[src/rtl/fetch_pkg.sv]
// Purpose: shared types and constants for the instruction-fetch stage.
// Contents: packet payload held in the output queue, fetch state encoding,
//           default address/instruction widths and instruction size in bytes.
package fetch_pkg;

    localparam int unsigned FETCH_XLEN   = 64;
    localparam int unsigned FETCH_INST_W = 32;
    localparam int unsigned INST_BYTES   = 4;

    typedef enum logic [1:0] {
        FS_RUN,
        FS_FAULT,
        FS_HALT
    } fetch_state_e;

    // npc is not stored; it is derived from pc at the output
    typedef struct packed {
        logic [FETCH_XLEN-1:0]   pc;
        logic [FETCH_INST_W-1:0] inst;
        logic                    exc;
    } fetch_pkt_t;

endpackage

[src/rtl/fetch_if.sv]
// Purpose: fetch -> decode packet channel with valid/ready handshake.
// Signals: valid, ready, pc, npc, inst, exc.
//   master (fetch):  drives valid/pc/npc/inst/exc, samples ready
//   slave  (decode): samples packet, drives ready
interface fetch_if #(
    parameter int unsigned XLEN   = 64,
    parameter int unsigned INST_W = 32
);
    logic              valid;
    logic              ready;
    logic [XLEN-1:0]   pc;
    logic [XLEN-1:0]   npc;
    logic [INST_W-1:0] inst;
    logic              exc;

    modport master (output valid, pc, npc, inst, exc, input ready);
    modport slave  (input valid, pc, npc, inst, exc, output ready);
endinterface

[src/rtl/fetch_queue.sv]
// Purpose: small synchronous FIFO of fetch packets with flush.
// Ports:
//   clk, rst_      clock, synchronous active-low reset
//   flush          drop all entries (wins over push)
//   push, push_pkt enqueue one packet
//   pop            dequeue head (caller guarantees non-empty)
//   head           packet at the head of the queue
//   count          number of valid entries
module fetch_queue
    import fetch_pkg::*;
#(
    parameter int unsigned DEPTH = 3,
    localparam int unsigned CNT_W = $clog2(DEPTH + 1),
    localparam int unsigned PTR_W = (DEPTH > 1) ? $clog2(DEPTH) : 1
) (
    input  logic             clk,
    input  logic             rst_,
    input  logic             flush,
    input  logic             push,
    input  fetch_pkt_t       push_pkt,
    input  logic             pop,
    output fetch_pkt_t       head,
    output logic [CNT_W-1:0] count
);

    fetch_pkt_t       mem [DEPTH];
    logic [PTR_W-1:0] wr_ptr;
    logic [PTR_W-1:0] rd_ptr;

    function automatic logic [PTR_W-1:0] ptr_inc(input logic [PTR_W-1:0] p);
        return (p == PTR_W'(DEPTH - 1)) ? '0 : p + PTR_W'(1);
    endfunction

    // Pointer and occupancy tracking
    always_ff @(posedge clk) begin
        if (!rst_ || flush) begin
            wr_ptr <= '0;
            rd_ptr <= '0;
            count  <= '0;
        end else begin
            if (push) wr_ptr <= ptr_inc(wr_ptr);
            if (pop)  rd_ptr <= ptr_inc(rd_ptr);
            case ({push, pop})
                2'b10:   count <= count + CNT_W'(1);
                2'b01:   count <= count - CNT_W'(1);
                default: count <= count;
            endcase
        end
    end

    // Storage needs no reset; count qualifies every entry
    always_ff @(posedge clk) begin
        if (rst_ && !flush && push) mem[wr_ptr] <= push_pkt;
    end

    assign head = mem[rd_ptr];

endmodule

[src/rtl/fetch_unit.sv]
// Purpose: RV64 instruction-fetch stage. Owns the PC, reads a 1-cycle
//          synchronous imem and queues {pc, inst, exc} packets for decode.
// Ports:
//   clk, rst_            clock, synchronous active-low reset
//   o_imem_addr          imem word address (pc[IMEM_ADDR_WIDTH+1:2])
//   o_imem_en            read issued this cycle
//   i_imem_rdata         read data, valid the cycle after o_imem_en
//   i_redirect_valid/pc  branch/jump/trap redirect; flushes and restarts fetch
//   dec                  packet channel to decode (valid/ready, pc, npc, inst, exc)
module fetch_unit
    import fetch_pkg::*;
#(
    parameter int unsigned     XLEN            = FETCH_XLEN,
    parameter int unsigned     IMEM_DEPTH      = 2048,
    parameter int unsigned     IMEM_ADDR_WIDTH = $clog2(IMEM_DEPTH),
    parameter int unsigned     IMEM_DATA_WIDTH = FETCH_INST_W,
    parameter logic [XLEN-1:0] RESET_PC        = '0,
    parameter int unsigned     QDEPTH          = 3
) (
    input  logic                       clk,
    input  logic                       rst_,
    output logic [IMEM_ADDR_WIDTH-1:0] o_imem_addr,
    output logic                       o_imem_en,
    input  logic [IMEM_DATA_WIDTH-1:0] i_imem_rdata,
    input  logic                       i_redirect_valid,
    input  logic [XLEN-1:0]            i_redirect_pc,
    fetch_if.master                    dec
);

    localparam int unsigned CNT_W = $clog2(QDEPTH + 1);

    fetch_state_e     state;
    logic [XLEN-1:0]  pc;
    logic [XLEN-1:0]  tag;
    logic [XLEN-1:0]  fault_pc;
    logic             inflight;

    logic [CNT_W-1:0] q_count;
    fetch_pkt_t       q_head;
    fetch_pkt_t       push_pkt;
    fetch_pkt_t       out_pkt;
    logic             q_valid;
    logic             issue;
    logic             push;
    logic             pop;
    logic             out_valid;

    // Issue/enqueue/dequeue decisions and output packet selection
    always_comb begin
        q_valid  = (q_count != '0);
        // Credit check: queued plus in-flight must leave room for one more
        issue    = rst_ && (state == FS_RUN) && !i_redirect_valid &&
                   ((32'(q_count) + 32'(inflight)) < QDEPTH);
        // A redirect squashes the read whose data arrives this cycle
        push     = inflight && !i_redirect_valid;
        pop      = (state == FS_RUN) && q_valid && dec.ready;
        push_pkt = '{pc: tag, inst: i_imem_rdata, exc: 1'b0};

        out_valid = (state == FS_FAULT) || ((state == FS_RUN) && q_valid);
        out_pkt   = q_head;
        if (state == FS_FAULT) out_pkt = '{pc: fault_pc, inst: '0, exc: 1'b1};
        if (!out_valid)        out_pkt = '0;
    end

    // PC, in-flight tracking and RUN/FAULT/HALT control
    always_ff @(posedge clk) begin
        if (!rst_) begin
            state    <= FS_RUN;
            pc       <= RESET_PC;
            tag      <= '0;
            fault_pc <= '0;
            inflight <= 1'b0;
        end else begin
            inflight <= issue;
            if (issue) begin
                tag <= pc;
                pc  <= pc + XLEN'(INST_BYTES);
            end
            if (i_redirect_valid) begin
                if (i_redirect_pc[1:0] == 2'b00) begin
                    pc    <= i_redirect_pc;
                    state <= FS_RUN;
                end else begin
                    fault_pc <= i_redirect_pc;
                    state    <= FS_FAULT;
                end
            end else if ((state == FS_FAULT) && dec.ready) begin
                state <= FS_HALT;
            end
        end
    end

    fetch_queue #(
        .DEPTH (QDEPTH)
    ) u_queue (
        .clk      (clk),
        .rst_     (rst_),
        .flush    (i_redirect_valid),
        .push     (push),
        .push_pkt (push_pkt),
        .pop      (pop),
        .head     (q_head),
        .count    (q_count)
    );

    assign o_imem_en   = issue;
    assign o_imem_addr = pc[IMEM_ADDR_WIDTH+1:2];

    assign dec.valid = out_valid;
    assign dec.pc    = out_pkt.pc;
    assign dec.npc   = out_valid ? (out_pkt.pc + XLEN'(INST_BYTES)) : '0;
    assign dec.inst  = out_pkt.inst;
    assign dec.exc   = out_pkt.exc;

endmodule

[src/flat_wrapper.sv]
// flat-port wrapper written by rule: the top's interface ports become plain ports
module fetch_unit_flat import fetch_pkg::*;
#(
    parameter int unsigned     XLEN            = FETCH_XLEN,
    parameter int unsigned     IMEM_DEPTH      = 2048,
    parameter int unsigned     IMEM_ADDR_WIDTH = $clog2(IMEM_DEPTH),
    parameter int unsigned     IMEM_DATA_WIDTH = FETCH_INST_W,
    parameter logic [XLEN-1:0] RESET_PC        = '0,
    parameter int unsigned     QDEPTH          = 3
)
  (clk, rst_, o_imem_addr, o_imem_en, i_imem_rdata, i_redirect_valid, i_redirect_pc, dec_valid, dec_pc, dec_npc, dec_inst, dec_exc, dec_ready);
  fetch_if #(.XLEN(XLEN), .INST_W(32)) dec_i ();
  input  logic clk;
  input  logic rst_;
  output logic [IMEM_ADDR_WIDTH-1:0] o_imem_addr;
  output logic o_imem_en;
  input  logic [IMEM_DATA_WIDTH-1:0] i_imem_rdata;
  input  logic i_redirect_valid;
  input  logic [XLEN-1:0] i_redirect_pc;
  output wire logic [$bits(dec_i.valid)-1:0] dec_valid;
  output wire logic [$bits(dec_i.pc)-1:0] dec_pc;
  output wire logic [$bits(dec_i.npc)-1:0] dec_npc;
  output wire logic [$bits(dec_i.inst)-1:0] dec_inst;
  output wire logic [$bits(dec_i.exc)-1:0] dec_exc;
  input wire logic [$bits(dec_i.ready)-1:0] dec_ready;
  assign dec_valid = dec_i.valid;
  assign dec_pc = dec_i.pc;
  assign dec_npc = dec_i.npc;
  assign dec_inst = dec_i.inst;
  assign dec_exc = dec_i.exc;
  assign dec_i.ready = dec_ready;
  fetch_unit #(.XLEN(XLEN), .IMEM_DEPTH(IMEM_DEPTH), .IMEM_ADDR_WIDTH(IMEM_ADDR_WIDTH), .IMEM_DATA_WIDTH(IMEM_DATA_WIDTH), .RESET_PC(RESET_PC), .QDEPTH(QDEPTH)) u_core (.clk(clk), .rst_(rst_), .o_imem_addr(o_imem_addr), .o_imem_en(o_imem_en), .i_imem_rdata(i_imem_rdata), .i_redirect_valid(i_redirect_valid), .i_redirect_pc(i_redirect_pc), .dec(dec_i));
endmodule
[config.mk]
export PLATFORM = sky130hd
export DESIGN_NAME = fetch_unit_flat
export DESIGN_NICKNAME = d
export VERILOG_FILES = /design/src/rtl/fetch_pkg.sv /design/src/rtl/fetch_if.sv /design/src/rtl/fetch_queue.sv /design/src/rtl/fetch_unit.sv /design/src/flat_wrapper.sv
export SDC_FILE = /design/constraint.sdc
export NUM_CORES = 1
export LEC_CHECK = 0
export CAP_MARGIN = 20
export CORE_MARGIN = 10
export CORE_UTILIZATION = 60
export CTS_CLUSTER_SIZE = 10
export DETAILED_ROUTE_END_ITERATION = 8
export GPL_TIMING_DRIVEN = 0
export PLACE_DENSITY_LB_ADDON = 0.08
export SYNTH_ARGS = -nofsm -noshare
export SYNTH_HDL_FRONTEND = slang
export SYNTH_SLANG_ARGS = --single-unit
[constraint.sdc]
create_clock -name clk -period 24.4 [get_ports clk]
set_input_delay 4.88 -clock clk [delete_from_list [all_inputs] [get_ports clk]]
set_output_delay 4.88 -clock clk [all_outputs]
set_load 0.02 [all_outputs]
==> results.py, run 1 <==
metrics = {
    "worst_hold_path": {
        "hold_path.startpoint": "u_core.fault_pc[8]$_SDFFE_PN0P_",
        "hold-path-cell-count": 2,
        "worst_min_delay_path_endpoint": "u_core.fault_pc[8]$_SDFFE_PN0P_",
        "worst_hold_path_type": "reg2reg",
    },
    "worst_setup_path": {
        "critical_path.reg2reg.startpoint": "u_core.u_queue.count[0]$_SDFFE_PP0P_",
        "critical_path.slowest_cell": "sky130_fd_sc_hd__clkdlybuf4s50_1",
        "path_max_fanout": 10,
        "setup.worst_path.class": "in2out",
        "r2r_cells": 8,
        "critical_path.cell_chain": "clkdlybuf4s50_1 -> nand2b_1 -> buf_2 -> a2111o_1 -> buf_4 -> clkinv_1 -> clkbuf_1 -> clkdlybuf4s50_1",
        "timing.critical_path.to_type": "output port",
        "reg_to_reg_end": "u_core.pc[22]$_SDFF_PN0_",
        "worstPathRequired_ps": 19520,
        "start_kind": "input port",
        "setup.worst_path.start": "rst_",
        "ff2ff_setup_slack_ps": 20860,
        "worst-path-buf-inv": 6,
        "crit_path_max_incr_delay_ps": 820,
        "timing.critical_path.max_delay_family": "buffers and inverters",
        "timing.critical_path.arrival_ps": 7950,
        "cell_repeated_most_along_the_worst_path": "sky130_fd_sc_hd__clkdlybuf4s50_1",
    },
    "power": {
        "power.switching_fraction_pct": 22.4,
        "p_per_area_mw_per_mm2": 67.0,
        "vdd_drop_max_v": 0.0000776,
        "p_total_mw": 1.79,
        "seq_power_share_pct": 50.7,
        "switchingPower_mw": 0.401,
        "cellLeakagePower_nw": 8.83,
        "cellInternalPower_mw": 1.39,
        "clock_power_share_pct": 41.9,
        "power_frac_comb_pct": 7.5,
    },
    "sta": {
        "setup_tns_ps": 0,
        "final.setup.worst_slack_ps": 11570,
        "setup_violations": 0,
        "timing.final.crit_share_pct": 52.6,
        "report.final.hold_viol_count": 0,
        "clock_skew_ps": 15.7,
        "hold-worst-slack_ps": 455,
        "timing.slew.headroom_pct": 20.1,
        "min_clock_period_post_route_ps": 12830,
        "max_slew_violations": 0,
        "max_freq_ghz": 0.0779,
        "worstMarginPinSlew_ps": 1190,
        "setup_repair_after_global_routing_missed_its_margin": "no",
    },
    "layout": {
        "drive_above_1_share_pct": 9.23,
        "signed_area_change_from_the_synthesized_netlist_to_the_final_layout_pct": 25.0,
        "final_stage_net_count": 2422,
    },
    "clock_tree": {
        "post-cts-setup-buffer-count": 0,
        "clock_sinks": 491,
        "cts_tree": "yes",
        "clock_latency_ps": 580,
        "post_cts_resized": 0,
        "numCtsBuffers": 55,
        "maximum_clock_insertion_buffer_count": 3,
        "cts_root_buffer": "sky130_fd_sc_hd__clkbuf_16",
        "h-tree-depth": 2,
        "cts.hold.buffers_added": 0,
        "clk_pin_slew_ps": 50,
    },
    "placement": {
        "hpwlAfterDp_mm": 48.0,
        "port_buffers": 273,
        "routabilityCongestion": 0.959,
        "post-place-ws_ps": 11620,
    },
    "drt": {
        "drt_first_pass_iters": 5,
        "drcViolationCount": 0,
        "total_wirelength_of_the_detailed_routed_design_mm": 65.6,
        "detailedRoute.firstIterationViolations": 1642,
        "via_per_instance_ratio": 5.99,
        "wl_per_cell_um": 23.3,
        "postRouteAntennaNets": 0,
        "detailroute.via_count": 16900,
    },
    "grt": {
        "grt_max_degree": 14,
        "grt_pass1_wl_mm": 98.8,
        "grt_pass1_vias": 16600,
        "grt_antenna_before_repair": 1,
        "groute.usage.overall_pct": 29.0,
        "globalRoute.totalOverflow": 0,
    },
    "synth": {
        "synth_warnings": 0,
        "avgSynthCellArea_um2": 10.9,
        "synth_nets": 2059,
        "synth-seq-area-share_pct": 59.6,
        "count_of_state_elements_after_synthesis": 491,
        "number_of_enable_flip_flop_cells_after_synthesis": 288,
        "synthesis.instances": 1954,
        "post_synth_num_cell_types": 78,
        "post_synth_instance_area_mm2": 0.0213,
        "synth_ff_type": "sky130_fd_sc_hd__edfxtp_1",
        "synthArstFlopShare_pct": 0,
    },
    "flow_run": {
        "cap_viol_max_count": 0,
    },
    "floorplan": {
        "floorplan.die_area_mm2": 0.0435,
        "dieHeight_um": 208,
        "die_x_um": 208,
        "rows": 68,
        "io_pins": 274,
        "floorplan.initialDensity_pct": 61.3,
        "area_of_the_core_mm2": 0.0348,
    },
    "run_status": {
        "run_status": "finished clean",
    },
}
-- worst max path at each step --
stage / slack (ps) / cells past startpoint / to
6_report: 11570 / 8 / o_imem_en
3_3_place_gp: 4800 / 4 / u_core.u_queue.mem[2][30]$_DFFE_PP_
2_1_floorplan: 11390 / 3 / u_core.u_queue.mem[1][0]$_DFFE_PP_
5_1_grt: 11490 / 8 / o_imem_en
3_5_place_dp: 11620 / 8 / o_imem_en
4_1_cts: 11610 / 8 / o_imem_en
-- layout make-up --
cell class	count	area [um2]
Inverter	12	45.0
Sequential cell	491	12700
Timing Repair Buffer	306	3120
Tap cell	455	569
Fill cell	2339	8160
Clock buffer	101	1610
Buffer	126	677
Multi-Input combinational cell	1325	7900
Antenna cell	1	2.50
-- cell usage after synthesis (25+ instances only) --
library cell	count	area [um2]
sky130_fd_sc_hd__a211oi_1	25	188
sky130_fd_sc_hd__a21oi_1	204	1020
sky130_fd_sc_hd__clkbuf_1	65	244
sky130_fd_sc_hd__dfxtp_1	203	4060
sky130_fd_sc_hd__edfxtp_1	288	8650
sky130_fd_sc_hd__mux2i_1	91	911
sky130_fd_sc_hd__nand2_1	380	1430
sky130_fd_sc_hd__nand3_1	37	185
sky130_fd_sc_hd__nor2_1	136	510
sky130_fd_sc_hd__o21ai_0	87	435
sky130_fd_sc_hd__xnor2_1	50	438
sky130_fd_sc_hd__xor2_1	65	569
-- worst register-to-register path, delay by kind of cell, from the launching register on --
kind                       cells  cell delay, ps
buffers and inverters          1             200
adders and majority gates      2             500
and+or+nand+nor                3            1690
DFF                            1             370
AOI/OAI and AO/OA              2             680
-- stage by stage --
stage	instance area, um2	utilization [%]	cells
floorplan	21300	-	1954
detailed placement	25000	71.9	2715
global route	26600	76.5	2817
global placement	24600	70.7	2682
CTS	26600	76.5	2816
finish	26600	76.5	2817
-- registers in the layout, indices dropped and copies added, names as in the netlist, 2 cells and up, named ones only --
signal / cells
u_core.u_queue.rd_ptr: 2
u_core.u_queue.count: 2
u_core.u_queue.wr_ptr: 2
u_core.state: 2
u_core.u_queue.mem: 288
u_core.fault_pc: 64
u_core.pc: 64
u_core.tag: 64
-- power by group through the flow --
stage | sequential (mW) | clock (mW) | combinational, mW
floorplan | 0.918 | 0 | 0.0662
global placement | 0.921 | 0 | 0.128
detailed placement | 0.921 | 0 | 0.132
CTS | 0.904 | 0.749 | 0.133
global route | 0.906 | 0.787 | 0.142
finish | 0.905 | 0.748 | 0.134
-- cells in the final DEF, fill, tap and decap left out, types with 6 or more instances in the layout --
master,count
sky130_fd_sc_hd__dfxtp_1,203
sky130_fd_sc_hd__and4_1,11
sky130_fd_sc_hd__a22o_1,21
sky130_fd_sc_hd__xor2_1,65
sky130_fd_sc_hd__nor2_1,136
sky130_fd_sc_hd__a22o_2,8
sky130_fd_sc_hd__inv_1,7
sky130_fd_sc_hd__nand4_1,20
sky130_fd_sc_hd__mux2i_1,91
sky130_fd_sc_hd__o21ai_0,87
sky130_fd_sc_hd__and2_1,6
sky130_fd_sc_hd__clkdlybuf4s50_1,273
sky130_fd_sc_hd__nand2_1,380
sky130_fd_sc_hd__nand2b_1,9
sky130_fd_sc_hd__nor3_2,9
sky130_fd_sc_hd__buf_2,15
sky130_fd_sc_hd__and3_1,16
sky130_fd_sc_hd__clkbuf_1,108
sky130_fd_sc_hd__nor3_1,8
sky130_fd_sc_hd__a311oi_1,8
sky130_fd_sc_hd__clkbuf_16,58
sky130_fd_sc_hd__mux2_2,17
sky130_fd_sc_hd__buf_8,8
sky130_fd_sc_hd__buf_4,20
sky130_fd_sc_hd__a21oi_1,204
sky130_fd_sc_hd__buf_6,36
sky130_fd_sc_hd__nand3_1,37
sky130_fd_sc_hd__edfxtp_1,288
sky130_fd_sc_hd__nor2b_1,6
sky130_fd_sc_hd__a211oi_1,25
sky130_fd_sc_hd__or3_1,10
sky130_fd_sc_hd__xnor2_1,50
sky130_fd_sc_hd__o21ai_1,9
sky130_fd_sc_hd__nor3b_1,7
sky130_fd_sc_hd__buf_1,14
-- cell families after synthesis --
logic type,share of synthesized area [%]
compound gates,10.6
xor+xnor,4.73
mux,5.45
buf+inv,3.39
fa+ha+maj,0.294
flops,59.6
simple gates,15.9
-- routing by layer --
layer	up-vias	track usage (%)	part of all wire [%]
li1	7685	-	-
met1	8162	36.5	39
met5	-	0	0
met4	0	12.4	4.3
met2	865	48.1	48
met3	161	5.51	9.0
No activity file was read; power rests on OpenSTA's default activity.
==> inputs of run 2 (changes only) <==
--- a/config.mk
+++ b/config.mk
@@ -7,7 +7,7 @@
 export LEC_CHECK = 0
 export CAP_MARGIN = 20
 export CORE_MARGIN = 10
-export CORE_UTILIZATION = 60
+export CORE_UTILIZATION = 56
 export CTS_CLUSTER_SIZE = 10
 export DETAILED_ROUTE_END_ITERATION = 8
 export GPL_TIMING_DRIVEN = 0
==> constraint.sdc (replaced) <==
create_clock -name clk -period 11.99 [get_ports clk]
set_input_delay 2.398 -clock clk [delete_from_list [all_inputs] [get_ports clk]]
set_output_delay 2.398 -clock clk [all_outputs]
set_load 0.02 [all_outputs]
==> results.py, run 2 (same netlist as run 1, synthesis figures left out) <==
metrics = {
    "grt": {
        "groute.usage.overall_pct": 28.0,
        "globalRouteMet1Util_pct": 35.7,
        "grt.met3_usage_pct": 6.08,
        "grt_pass1_wl_mm": 99.8,
        "grt_pass1_vias": 16400,
        "global_route.peak_usage_layer": "met2",
        "grt_antenna_before_repair": 1,
        "globalRoute.totalOverflow": 0,
        "grt_max_degree": 14,
        "gr-usage-met2_pct": 45.6,
    },
    "placement": {
        "dp.cells": 2772,
        "port_buffers": 273,
        "dpl-instance-area_mm2": 0.0251,
        "routabilityCongestion": 0.955,
        "hpwlAfterDp_mm": 48.4,
    },
    "worst_setup_path": {
        "crit_path_max_incr_delay_ps": 950,
        "worstPathRequired_ps": 9590,
        "timing.critical_path.to_type": "output port",
        "path_max_fanout": 10,
        "critical_path.cell_chain": "nand2b_1 -> inv_2 -> buf_4 -> buf_2 -> buf_2 -> buf_1 -> nand2_1 -> o31ai_1 -> ha_1 -> nand2_1 -> nor4_4 -> nand2_2 -> buf_6 -> nor3_1 -> xor2_1 -> clkdlybuf4s50_1",
        "worst-path-buf-inv": 7,
        "timing.critical_path.arrival_ps": 6570,
        "start_kind": "flip-flop",
        "timing.critical_path.max_delay_family": "buffers and inverters",
        "critical_path.slowest_cell": "sky130_fd_sc_hd__nor4_4",
        "setup.worst_path.class": "reg2out",
    },
    "flow_run": {
        "cap_viol_max_count": 0,
    },
    "clock_tree": {
        "clock_latency_ps": 600,
        "clk_pin_slew_ps": 60,
        "cts_root_buffer": "sky130_fd_sc_hd__clkbuf_16",
        "cts_tree": "yes",
        "h-tree-depth": 2,
        "post-cts-setup-buffer-count": 0,
        "clock_sinks": 491,
        "post_cts_resized": 0,
        "maximum_clock_insertion_buffer_count": 3,
        "numCtsBuffers": 55,
        "cts.hold.buffers_added": 0,
    },
    "floorplan": {
        "floorplan.die_area_mm2": 0.0463,
        "io_pins": 274,
        "dieHeight_um": 215,
        "floorplan.initialDensity_pct": 56.7,
        "rows": 71,
        "die_x_um": 215,
        "area_of_the_core_mm2": 0.0376,
    },
    "sta": {
        "max_slew_violations": 0,
        "report.final.hold_viol_count": 0,
        "clock_skew_ps": 17.0,
        "hold-worst-slack_ps": 456,
        "worstMarginPinSlew_ps": 1100,
        "setup_violations": 0,
        "max_freq_ghz": 0.111,
        "timing.slew.headroom_pct": 26.1,
        "setup_repair_after_global_routing_missed_its_margin": "no",
        "timing.final.crit_share_pct": 74.8,
        "min_clock_period_post_route_ps": 8970,
    },
    "power": {
        "p_per_area_mw_per_mm2": 136,
        "cellLeakagePower_nw": 8.84,
        "p_total_mw": 3.64,
        "vdd_drop_max_v": 0.000120,
    },
    "drt": {
        "via_per_instance_ratio": 5.85,
        "drcViolationCount": 0,
        "detailedRoute.firstIterationViolations": 1890,
        "total_wirelength_of_the_detailed_routed_design_mm": 67.0,
        "wl_per_cell_um": 23.3,
        "detailroute.via_count": 16800,
        "drt_first_pass_iters": 6,
        "postRouteAntennaNets": 0,
    },
    "layout": {
        "final_stage_net_count": 2424,
        "max_flop_register": "u_core.u_queue.mem",
        "largest_reg_flops": 288,
        "most_used_cells_in_the_layout_excluding_fill_and_tap_cells": "380 x sky130_fd_sc_hd__nand2_1, 288 x sky130_fd_sc_hd__edfxtp_1, 273 x sky130_fd_sc_hd__clkdlybuf4s50_1, 204 x sky130_fd_sc_hd__a21oi_1, 203 x sky130_fd_sc_hd__dfxtp_1",
        "signed_area_change_from_the_synthesized_netlist_to_the_final_layout_pct": 25.3,
        "finalNonFillerCells": 2875,
        "postLayoutCoreUtil_pct": 71.1,
        "num_antenna_cells": 0,
        "layout.cells.most_common": "sky130_fd_sc_hd__nand2_1",
        "drive_above_1_share_pct": 9.31,
        "finish.instance_area_mm2": 0.0267,
    },
    "worst_hold_path": {
        "worst_hold_path_type": "reg2reg",
    },
    "run_status": {
        "run_status": "finished clean",
    },
}
run 2: worst min-delay path: stages (launching register included):
cell                      delay [ps]
sky130_fd_sc_hd__dfxtp_1         310
sky130_fd_sc_hd__nand2_1          50
sky130_fd_sc_hd__a21oi_1          50
run 2: path summary, 6_finish.rpt:
path,from,end,slack [ps],cells after the start
worst min register to register,u_core.fault_pc[13]$_SDFFE_PN0P_,u_core.fault_pc[13]$_SDFFE_PN0P_,460,2
worst min-delay path,u_core.fault_pc[13]$_SDFFE_PN0P_,u_core.fault_pc[13]$_SDFFE_PN0P_,460,2
worst max register to register,u_core.u_queue.count[0]$_SDFFE_PP0P_,u_core.pc[29]$_SDFF_PN0_,8550,10
worst max-delay path,u_core.state[1]$_SDFFE_PN0P_,dec_npc[40],3020,16
run 2: final cells by class:
class / count / area, um2
flip-flops and latches: 491 / 12700
fillers: 2841 / 10900
multi-input cells: 1325 / 7900
repair buffers: 308 / 3140
clock buffers: 101 / 1590
plain buffers: 126 / 677
well taps: 511 / 639
inverters: 12 / 45.0
clock inverters: 1 / 6.26
run 2: where the power goes:
part           total (mW)  internal [mW]  switching, mW  leakage [nW]
clock                1.52          0.884          0.640         0.759
sequential           1.84           1.81         0.0285          4.02
combinational       0.274          0.113          0.161          4.07
total                3.64           2.81          0.830          8.84
run 2: layer usage:
layer | share of wire, % | up-vias
li1 | - | 7700
met1 | 39 | 8082
met2 | 47 | 873
met3 | 9.4 | 175
met4 | 4.1 | 2
met5 | 0.015 | -
run 2: per-stage QoR:
step | worst slack (ps) | setup TNS (ps)
after floorplan | 1470 | 0
after global placement | -5540 | -1497580
after detailed placement | 3790 | 0
after CTS | 3140 | 0
after global routing | 2850 | 0
final | 3020 | 0
